## src/rtl/byte_unstrip_if.sv

```systemverilog
// byte_unstrip_if -- lane-side and serial-side signals of the byte unstriper.
//
//   LANE0..LANE3 : lane words arriving from the striping end
//   DK_0..DK_3   : per-lane data-valid flags; a group is sampled when DK_0=1
//   CLR          : synchronous clear of the sticky ERR / OVF flags
//   D, DK        : reassembled serial word and its valid flag
//   ERR          : sticky flag, a malformed lane group was seen
//   OVF          : sticky flag, a group was dropped because the buffer was full
//   IDLE         : buffer empty and nothing being sent
//
// master: the traffic source / observer; slave: the unstriper itself.
interface byte_unstrip_if #(
    parameter int BITS = 8
);
    logic [BITS-1:0] LANE0;
    logic [BITS-1:0] LANE1;
    logic [BITS-1:0] LANE2;
    logic [BITS-1:0] LANE3;
    logic            DK_0;
    logic            DK_1;
    logic            DK_2;
    logic            DK_3;
    logic            CLR;
    logic [BITS-1:0] D;
    logic            DK;
    logic            ERR;
    logic            OVF;
    logic            IDLE;

    modport master (
        output LANE0, LANE1, LANE2, LANE3,
        output DK_0, DK_1, DK_2, DK_3,
        output CLR,
        input  D, DK, ERR, OVF, IDLE
    );

    modport slave (
        input  LANE0, LANE1, LANE2, LANE3,
        input  DK_0, DK_1, DK_2, DK_3,
        input  CLR,
        output D, DK, ERR, OVF, IDLE
    );
endinterface

```

## src/rtl/byte_unstrip.sv

```systemverilog
// byte_unstrip -- reassembles 4-lane striped groups into a serial word stream.
//
// A lane group is sampled on any rising edge with DK_0=1; its mask
// {DK_3..DK_0} must be contiguous from lane 0 (0001/0011/0111/1111).
// Accepted groups go into a 2-entry FIFO (4 lane words + last-lane index);
// the sender emits one lane word per cycle on D/DK, head lane 0 first.
//
// Ports:
//   CLK     : single clock, rising edge
//   RESET_L : asynchronous active-low reset
//   bus     : byte_unstrip_if.slave (lanes, DK_n, CLR in; D, DK, ERR, OVF, IDLE out)
//
// Parameters: BITS = word width; LANES = lane count (only 4 is supported).
module byte_unstrip #(
    parameter int BITS  = 8,
    parameter int LANES = 4
) (
    input  logic           CLK,
    input  logic           RESET_L,
    byte_unstrip_if.slave  bus
);

    typedef enum logic {
        SEND_IDLE = 1'b0,
        SEND_BUSY = 1'b1
    } send_state_t;

    // ------------------------------------------------------------------
    // Lane input unpacking
    // ------------------------------------------------------------------
    logic [LANES*BITS-1:0] lanes_flat;
    logic [BITS-1:0]       lane_in [LANES];
    logic [LANES-1:0]      mask;

    assign lanes_flat = {bus.LANE3, bus.LANE2, bus.LANE1, bus.LANE0};
    assign mask       = {bus.DK_3, bus.DK_2, bus.DK_1, bus.DK_0};

    genvar gi;
    generate
        for (gi = 0; gi < LANES; gi++) begin : g_lane_in
            assign lane_in[gi] = lanes_flat[gi*BITS +: BITS];
        end
    endgenerate

    // ------------------------------------------------------------------
    // Group decode: only contiguous-from-lane-0 masks are legal.
    // A sample with DK_0=0 but some higher DK set is also malformed.
    // ------------------------------------------------------------------
    logic       grp_valid;
    logic       grp_err;
    logic [1:0] grp_last;

    always_comb begin
        grp_valid = 1'b0;
        grp_err   = 1'b0;
        grp_last  = 2'd0;
        if (mask[0]) begin
            case (mask)
                4'b0001: begin grp_valid = 1'b1; grp_last = 2'd0; end
                4'b0011: begin grp_valid = 1'b1; grp_last = 2'd1; end
                4'b0111: begin grp_valid = 1'b1; grp_last = 2'd2; end
                4'b1111: begin grp_valid = 1'b1; grp_last = 2'd3; end
                default: grp_err = 1'b1;
            endcase
        end else if (mask != '0) begin
            grp_err = 1'b1;
        end
    end

    // ------------------------------------------------------------------
    // 2-entry FIFO storage (no reset needed; guarded by occupancy)
    // ------------------------------------------------------------------
    logic [BITS-1:0] lane_mem [2][LANES];
    logic [1:0]      last_mem [2];

    logic            wr_ptr_reg;
    logic            rd_ptr_reg;
    logic [1:0]      occ_reg;
    send_state_t     state_reg;
    logic [1:0]      idx_reg;
    logic [BITS-1:0] d_reg;
    logic            dk_reg;
    logic            err_reg;
    logic            ovf_reg;

    logic pop;
    logic wr_en;

    // The head is popped on the edge that emits its last valid lane. A full
    // FIFO can still accept a group on that same edge.
    assign pop   = (occ_reg != 2'd0) && (idx_reg == last_mem[rd_ptr_reg]);
    assign wr_en = grp_valid && ((occ_reg != 2'd2) || pop);

    always_ff @(posedge CLK) begin
        if (wr_en) begin
            for (int i = 0; i < LANES; i++) begin
                lane_mem[wr_ptr_reg][i] <= lane_in[i];
            end
            last_mem[wr_ptr_reg] <= grp_last;
        end
    end

    // ------------------------------------------------------------------
    // Sender FSM, FIFO pointers and sticky flags
    // ------------------------------------------------------------------
    always_ff @(posedge CLK or negedge RESET_L) begin
        if (!RESET_L) begin
            state_reg  <= SEND_IDLE;
            idx_reg    <= 2'd0;
            d_reg      <= '0;
            dk_reg     <= 1'b0;
            err_reg    <= 1'b0;
            ovf_reg    <= 1'b0;
            occ_reg    <= 2'd0;
            wr_ptr_reg <= 1'b0;
            rd_ptr_reg <= 1'b0;
        end else begin
            // SEND_IDLE with a non-empty FIFO already emits lane 0 on the
            // edge it leaves idle, which gives the one-cycle latency from
            // capture to the first word. idx is always 0 while idle.
            if (occ_reg != 2'd0) begin
                d_reg  <= lane_mem[rd_ptr_reg][idx_reg];
                dk_reg <= 1'b1;
                if (pop) begin
                    rd_ptr_reg <= ~rd_ptr_reg;
                    idx_reg    <= 2'd0;
                    // Keep going without a gap if another group remains,
                    // including one written on this very edge.
                    state_reg  <= ((occ_reg == 2'd2) || wr_en) ? SEND_BUSY : SEND_IDLE;
                end else begin
                    idx_reg   <= idx_reg + 2'd1;
                    state_reg <= SEND_BUSY;
                end
            end else begin
                d_reg     <= '0;
                dk_reg    <= 1'b0;
                idx_reg   <= 2'd0;
                state_reg <= SEND_IDLE;
            end

            if (wr_en) begin
                wr_ptr_reg <= ~wr_ptr_reg;
            end

            case ({wr_en, pop})
                2'b10:   occ_reg <= occ_reg + 2'd1;
                2'b01:   occ_reg <= occ_reg - 2'd1;
                default: occ_reg <= occ_reg;
            endcase

            // CLR wins over a same-edge set.
            if (bus.CLR) begin
                err_reg <= 1'b0;
                ovf_reg <= 1'b0;
            end else begin
                if (grp_err) begin
                    err_reg <= 1'b1;
                end
                if (grp_valid && !wr_en) begin
                    ovf_reg <= 1'b1;
                end
            end
        end
    end

    assign bus.D    = d_reg;
    assign bus.DK   = dk_reg;
    assign bus.ERR  = err_reg;
    assign bus.OVF  = ovf_reg;
    assign bus.IDLE = (state_reg == SEND_IDLE) && (occ_reg == 2'd0);

endmodule

```

## src/flat_wrapper.sv

```systemverilog
// flat-port wrapper written by rule: the top's interface ports become plain ports
module byte_unstrip_flat 
#(
    parameter int BITS  = 8,
    parameter int LANES = 4
)
  (CLK, RESET_L, bus_LANE0, bus_LANE1, bus_LANE2, bus_LANE3, bus_DK_0, bus_DK_1, bus_DK_2, bus_DK_3, bus_CLR, bus_D, bus_DK, bus_ERR, bus_OVF, bus_IDLE);
  byte_unstrip_if #(.BITS(BITS)) bus_i ();
  input  logic CLK;
  input  logic RESET_L;
  input wire logic [$bits(bus_i.LANE0)-1:0] bus_LANE0;
  input wire logic [$bits(bus_i.LANE1)-1:0] bus_LANE1;
  input wire logic [$bits(bus_i.LANE2)-1:0] bus_LANE2;
  input wire logic [$bits(bus_i.LANE3)-1:0] bus_LANE3;
  input wire logic [$bits(bus_i.DK_0)-1:0] bus_DK_0;
  input wire logic [$bits(bus_i.DK_1)-1:0] bus_DK_1;
  input wire logic [$bits(bus_i.DK_2)-1:0] bus_DK_2;
  input wire logic [$bits(bus_i.DK_3)-1:0] bus_DK_3;
  input wire logic [$bits(bus_i.CLR)-1:0] bus_CLR;
  output wire logic [$bits(bus_i.D)-1:0] bus_D;
  output wire logic [$bits(bus_i.DK)-1:0] bus_DK;
  output wire logic [$bits(bus_i.ERR)-1:0] bus_ERR;
  output wire logic [$bits(bus_i.OVF)-1:0] bus_OVF;
  output wire logic [$bits(bus_i.IDLE)-1:0] bus_IDLE;
  assign bus_i.LANE0 = bus_LANE0;
  assign bus_i.LANE1 = bus_LANE1;
  assign bus_i.LANE2 = bus_LANE2;
  assign bus_i.LANE3 = bus_LANE3;
  assign bus_i.DK_0 = bus_DK_0;
  assign bus_i.DK_1 = bus_DK_1;
  assign bus_i.DK_2 = bus_DK_2;
  assign bus_i.DK_3 = bus_DK_3;
  assign bus_i.CLR = bus_CLR;
  assign bus_D = bus_i.D;
  assign bus_DK = bus_i.DK;
  assign bus_ERR = bus_i.ERR;
  assign bus_OVF = bus_i.OVF;
  assign bus_IDLE = bus_i.IDLE;
  byte_unstrip #(.BITS(BITS), .LANES(LANES)) u_core (.CLK(CLK), .RESET_L(RESET_L), .bus(bus_i));
endmodule
```

## config.mk

```make
export PLATFORM = sky130hd
export DESIGN_NAME = byte_unstrip_flat
export DESIGN_NICKNAME = d
export VERILOG_FILES = /design/src/rtl/byte_unstrip_if.sv /design/src/rtl/byte_unstrip.sv /design/src/flat_wrapper.sv
export SDC_FILE = /design/constraint.sdc
export NUM_CORES = 1
export LEC_CHECK = 0
export ABC_CLOCK_PERIOD_IN_PS = 3820
export CELL_PAD_IN_SITES_DETAIL_PLACEMENT = 1
export CELL_PAD_IN_SITES_GLOBAL_PLACEMENT = 2
export CORE_UTILIZATION = 35
export DETAILED_ROUTE_END_ITERATION = 12
export GPL_ROUTABILITY_DRIVEN = 0
export HOLD_SLACK_MARGIN = 0.12
export MAX_ROUTING_LAYER = met4
export PLACE_DENSITY = 0.68
export SLEW_MARGIN = 20
export SYNTH_ARGS = -nofsm -noshare
export SYNTH_HDL_FRONTEND = slang
export SYNTH_SLANG_ARGS = --single-unit
```

## constraint.sdc

```tcl
create_clock -name CLK -period 3.82 [get_ports CLK]
set_input_delay 0.955 -clock CLK [delete_from_list [all_inputs] [get_ports CLK]]
set_output_delay 0.955 -clock CLK [all_outputs]
set_load 0.01 [all_outputs]
```

Word level (Yosys, flattened, before mapping)
Memory sizes are Yosys's and may differ from the RTL's.
Index checks and enable logic that the tools add are counted.
- flip-flop bits (word level): 18
- memories kept: 2
- RAM bits: 68
- word-level logic and storage cells: 67
- equal/unequal tests: 9
- bitwise logic cells: 4
- multiplexer cells: 24
- reductions and logical operators: 15
- add/sub/neg operators: 3
- order comparisons: 1
- memories (name ; depth ; width ; rd ports ; clocked after memory_dff ; wr ports ; line ; source):
    u_core.lane_mem ; 2 ; 32 ; 1 ; 0 ; 1 ; byte_unstrip.sv:73 ; logic [BITS-1:0] lane_mem [2][LANES];
    u_core.last_mem ; 2 ; 2 ; 1 ; 0 ; 1 ; byte_unstrip.sv:74 ; logic [1:0] last_mem [2];
- operators with widths (cell ; number):
    2-to-1 mux 8 bit ; 3
    binary-select mux 8 bit (select 2 bit) ; 1
    2-to-1 mux 1 bit ; 15
    nonzero test 2 bit ; 4
    2-to-1 mux 2 bit ; 3
    one-hot mux 2 bit (3 select lines) ; 1
    adder 2 x 1 -> 2 bit (second input constant) ; 2
    equality test 2 bit (second input constant) ; 2
    equality test 4 x 1 -> 1 bit (second input constant) ; 1
    equality test 4 x 2 -> 1 bit (second input constant) ; 1
    equality test 4 x 3 -> 1 bit (second input constant) ; 1
    equality test 4 bit (second input constant) ; 1
    logical AND 1 bit ; 4
    one-hot mux 2 bit (2 select lines) ; 1
    nonzero test 4 bit ; 1
    OR reduction 4 bit ; 1
    >= comparator 3 bit (second input constant) ; 1
    inverter 1 bit ; 3
    inverter 2 -> 3 bit ; 1
    equality test 2 x 1 -> 1 bit (second input constant) ; 1
    equality test 2 bit ; 1
    logical NOT 2 bit ; 1
    logical OR 1 bit ; 2
    != test 2 bit (second input constant) ; 1
    3 further kinds ; 3

Longest topological paths before layout
- depth in word-level cells: 9
- gate-level depth with buffers: 9

Worst setup path before layout
OpenSTA, ideal clock, no wires.
- kind: in2reg
- start: in bus_DK_3
- end: mem u_core.lane_mem[0][0] (netlist bit) (enable)
- stages on the path: 5
- arrival time: 3158 ps
- data required time: 3395 ps
- slack: 237 ps
- cells stage by stage: or2_2 a21o_1 a211oi_2 inv_2 nor2_1
- cells in the longest elaborated chain, start to end: 7
- elaborated cells between the ends (all ways): 10
- those cells by class: 4 x eq/ne; 4 x mux; 2 x reduce/logical
- ends and longest elaborated chain (what ; line ; source):
    start, declared ; flat_wrapper.sv:18 ; input wire logic [$bits(bus_i.DK_3)-1:0] bus_DK_3;
    equality test 4 x 1 -> 1 bit, or another cell as far along ; byte_unstrip.sv:58 ; case (mask)
    OR reduction 4 bit (no source line) (*) ; n/a ;
    2-to-1 mux 1 bit (*) ; byte_unstrip.sv:58 ;
    2-to-1 mux 1 bit (*) ; byte_unstrip.sv:57 ; if (mask[0]) begin
    logical AND 1 bit (*) ; byte_unstrip.sv:92 ; assign wr_en = grp_valid && ((occ_reg != 2'd2) || pop);
    2-to-1 mux 1 bit (*) ; byte_unstrip.sv:95 ; if (wr_en) begin
    2-to-1 mux 1 bit (not written as such) (*) ; byte_unstrip.sv:97 ; lane_mem[wr_ptr_reg][i] <= lane_in[i];
    end, declared ; byte_unstrip.sv:73 ;
Mark *: on every way between the ends. The rest lies on a longest branch, timed or not.

Final worst setup path
- start: in bus_DK_2
- end: mem u_core.lane_mem[0][12] (netlist bit) (enable)
- cells in the longest elaborated chain, start to end: 7
- elaborated cells between the ends (all ways): 10
- those cells by class: 4 x eq/ne; 4 x mux; 2 x reduce/logical
- ends and longest elaborated chain (what ; line ; source):
    start, declared ; flat_wrapper.sv:17 ; input wire logic [$bits(bus_i.DK_2)-1:0] bus_DK_2;
    equality test 4 x 1 -> 1 bit, or another cell as far along ; byte_unstrip.sv:58 ;
    OR reduction 4 bit (no source line) (*) ; n/a ;
    2-to-1 mux 1 bit (*) ; byte_unstrip.sv:58 ;
    2-to-1 mux 1 bit (*) ; byte_unstrip.sv:57 ;
    logical AND 1 bit (*) ; byte_unstrip.sv:92 ;
    2-to-1 mux 1 bit (*) ; byte_unstrip.sv:95 ;
    2-to-1 mux 1 bit (not written as such) (*) ; byte_unstrip.sv:97 ;
Marks and branches as above.

==> implementation parameters <==
Parameter                              Value

Outcome
  Result of the run ... completed

Clocking
  Cell at the root of the clock tree ... clkbuf_8
  Post-CTS setup buffers ... 0
  Post-cts resize count ... 0
  CTS tree ... built
  H-tree Lvls ... 3
  Reg clk slew, reported paths ... 0.09 ns
  Hold buffer count at CTS ... 0
  Inserted Clock Buffers ... 9
  Worst-Skew Late Latency ... approximately 0.34 ns
  Clock net sink count ... 86
  Clock tree buffer depth ... 2

Synthesis
  Top FF cell, synth ... edfxtp_1
  Synthesized netlist cell count ... between 150 and 200
  Synth top area share ... 60.9%
  Post-synth EDFFs ... between 60 and 70
  Share of synthesized flip-flops with an asynchronous set or reset ... 20.9%
  Dominant cell type by area after synthesis ... edfxtp_1
  Main area contributors after synthesis ... edfxtp_1, dfrtp_1, mux4_2, mux4_1, mux2i_1
  Cell types with the highest counts after synthesis ... edfxtp_1, dfrtp_1, nor2_1, mux2i_1, mux4_2
  Syn avg cell area ... 19.9 µm²
  Synth Register Bits ... 86
  Most frequently used cell type in the post-synthesis netlist ... edfxtp_1
  Sequential fraction of the synthesis area ... 74.4%
  Total standard cell area after synthesis ... approximately 0.0034 mm²
  Warning count from the yosys run ... 0
  Distinct cell type count after synthesis ... 29
  Syn_nets ... 208

GRT
  Vias in the first global route ... 1842
  Number of antenna violations at the first check in global routing ... 0
  Maximum number of pins on one net before global-route repair ... 23
  First-pass GRT wire length ... 9.87 mm
  Total global-route track usage ... 14.2%
  Total overflow reported by the global router ... 0

Final layout
  Number of nets in the finished design ... 269
  Final non-filler cell total ... 363
  Core Util, Final ... 45.5%
  Layout-stage area growth over the synthesis result ... 25.5%
  Number of fill cells ... 882
  Ratio of cells with drive above 1 in the final layout ... 16.2%
  Top reg by flops ... u_core.lane_mem
  Flip-flop count of the largest register, all copies and words added ... 64
  Diode insertion count for antenna repair ... 0

STA
  Highest clock rate ... 346 MHz
  Transition time at the pin with the least slew margin ... 0.892 ns
  Final TNS setup ... 0 ns
  Setup Viol. Count Final ... 0
  Final Skew ... 0.0120 ns
  Final worst setup slack ... 0.930 ns
  Worst rel slew slack ... 40.3%
  Final period utilization ... 75.7%
  Slew Limit Fails ... 0
  Setup repair after global routing missed its margin ... no
  Number of failing hold endpoints at the final stage ... 0
  Post-layout min period ... 2.89 ns

Drt
  Final Routed Wirelength ... between 6 and 7 mm
  Routed wirelength normalized by instance count ... 17.1 µm
  First-iteration detailed-routing DRC count ... 94
  Number of detailed-routing iterations run before antenna repair ... 4
  Post-DRT Antenna Nets ... 0
  Via density per instance ... between 4 and 5
  Number of DRC violations after detailed routing ... 0
  Total number of vias ... between 1.5k and 2k

Power and ir drop
  Sequential cell fraction of total power ... 47.4%
  Switching portion of total power ... 30.1%
  Internal Pwr Total ... 1.91 mW
  Switching power of the nets ... between 800 and 900 µW
  Maximum VDD drop ... 0.000303 V
  Static leakage ... 1.45 nW
  Clock power frac ... 19.9%
  Combinational share of power ... 32.6%
  Total power density per cell area ... 650 mW/mm²

Floorplanning
  Initial Utilization ... 36.3%
  Std cell rows ... 35
  Number of top-level pins ... just over 50
  Vert. Die Dim ... 99.8 µm
  Placeable core region ... approximately 0.0092 mm²
  Die width ... 99.8 µm
  Die ar. ... 0.00997 mm²

Setup path
  Worst path arrival time ... just under 3 ns
  Kind of start point of the critical path ... primary input
  Number of buffers and inverters on the critical path ... 3
  Critical-path cell list ... clkdlybuf4s50_1, or2_2, a21o_1, a211oi_2, inv_2, nor2_4, buf_4
  Worst Setup SP ... bus_DK_2
  Worst endpoint required time ... 3.86 ns
  Stage delay of the slowest cell on the critical path ... 0.45 ns
  Start of the worst register-to-register path ... u_core.idx_reg[0]
  Slowest-stage cell, CP ... clkdlybuf4s50_1
  Biggest fanout along the worst timing path ... 14
  Crit end category ... flip-flop
  Top Family by Delay on Critical Path ... buffers and inverters
  Class of the most critical setup path ... in2reg

Placement
  Number of instances in the placed design ... 347
  Post-placement worst setup slack ... 0.529 ns
  # port buffers ... 50
  HPWL after detailed placement ... 4.29 mm

Hold path
  Type of the tightest min-delay check ... reg2reg
  Min-delay src ... u_core.bus.OVF

Run
  # Max-Cap Violations ... 0
[through the flow]
stage                     hold slack (ns)  total power [mW]  area [µm²]
after floorplan                     0.488              1.91        3350
after global placement              0.505              2.22        4040
after detailed placement            0.517              2.24        4040
after CTS                           0.530              2.78        4200
after global routing                0.547              2.90        4200
final                               0.526              2.73        4200
[power by group through the flow]
| stage | sequential (mW) | clock [mW] | combinational [mW] |
|---|---|---|---|
| final | 1.30 | 0.545 | 0.892 |
| after global routing | 1.32 | 0.600 | 0.981 |
| after CTS | 1.30 | 0.562 | 0.918 |
| after detailed placement | 1.32 | 0 | 0.912 |
| after global placement | 1.32 | 0 | 0.901 |
| after floorplan | 1.30 | 0 | 0.616 |
[routing by layer]
layer / track usage, % / vias to the layer above / routed length, µm
met2: 25.0 / 32 / 3390
met3: 2.51 / 9 / 154
li1: - / 776 / -
met4: 5.09 / 0 / 80
met1: 16.3 / 873 / 2560
met5: - / - / 0
[final cells by class]
class,count,area [µm²],area share [%]
clock buffer,12,135,3.21
multi-input combinational,70,805,19.1
tap,129,161,3.84
clock inverter,4,26.3,0.625
sequential,86,2490,59.3
timing repair buffer,57,566,13.5
inverter,5,18.8,0.446
[cell usage in the layout (no fill, tap or decap)]
master           count
o2111ai_1            1
nand3b_1             1
or3b_1               1
inv_2                1
buf_12               1
clkbuf_1             3
xor2_1               2
mux2i_4              2
nor2_1              12
xnor2_2              1
a31oi_1              1
buf_4                6
a21oi_1              4
ha_1                 1
mux4_2               9
a211oi_2             1
nor2b_1              1
mux2i_1              9
and3_1               1
clkinv_4             1
a21o_1               1
clkbuf_8             9
or2_2                1
xnor2_1              5
clkinvlp_4           1
nand2_1              4
nor3_1               2
nor2_4               2
inv_1                4
nor3_2               1
mux4_1               7
clkdlybuf4s50_1     50
dfrtp_1             18
clkinv_2             2
edfxtp_1            68
[cells by family after synthesis]
group	share of synthesized area, %
fa+ha+maj	0.373
compound gates	1.64
buf+inv	2.05
xor+xnor	2.32
flops	74.4
simple gates	3.66
mux	15.6
[worst register-to-register path, cell delays in order, from the launching register on]
cell      delay (ns)
dfrtp_1         0.56
buf_4           0.29
nand3b_1        0.10
mux2i_1         0.09
a211oi_2        0.28
inv_2           0.11
nor2_4          0.36
buf_4           0.30
[worst paths after layout]
kind / endpoint / cells past startpoint / slack [ns]
max in group asynchronous: u_core.rd_ptr_reg / 1 / 2.15
setup reg to reg: u_core.lane_mem[0][12] / 7 / 1.41
hold / removal: u_core.bus.OVF / 2 / 0.53
hold reg to reg: u_core.bus.OVF / 2 / 0.53
setup / recovery: u_core.lane_mem[0][12] / 7 / 0.93
min in group asynchronous: u_core.bus.OVF / 1 / 1.11
(Power assumes the default switching activity.)
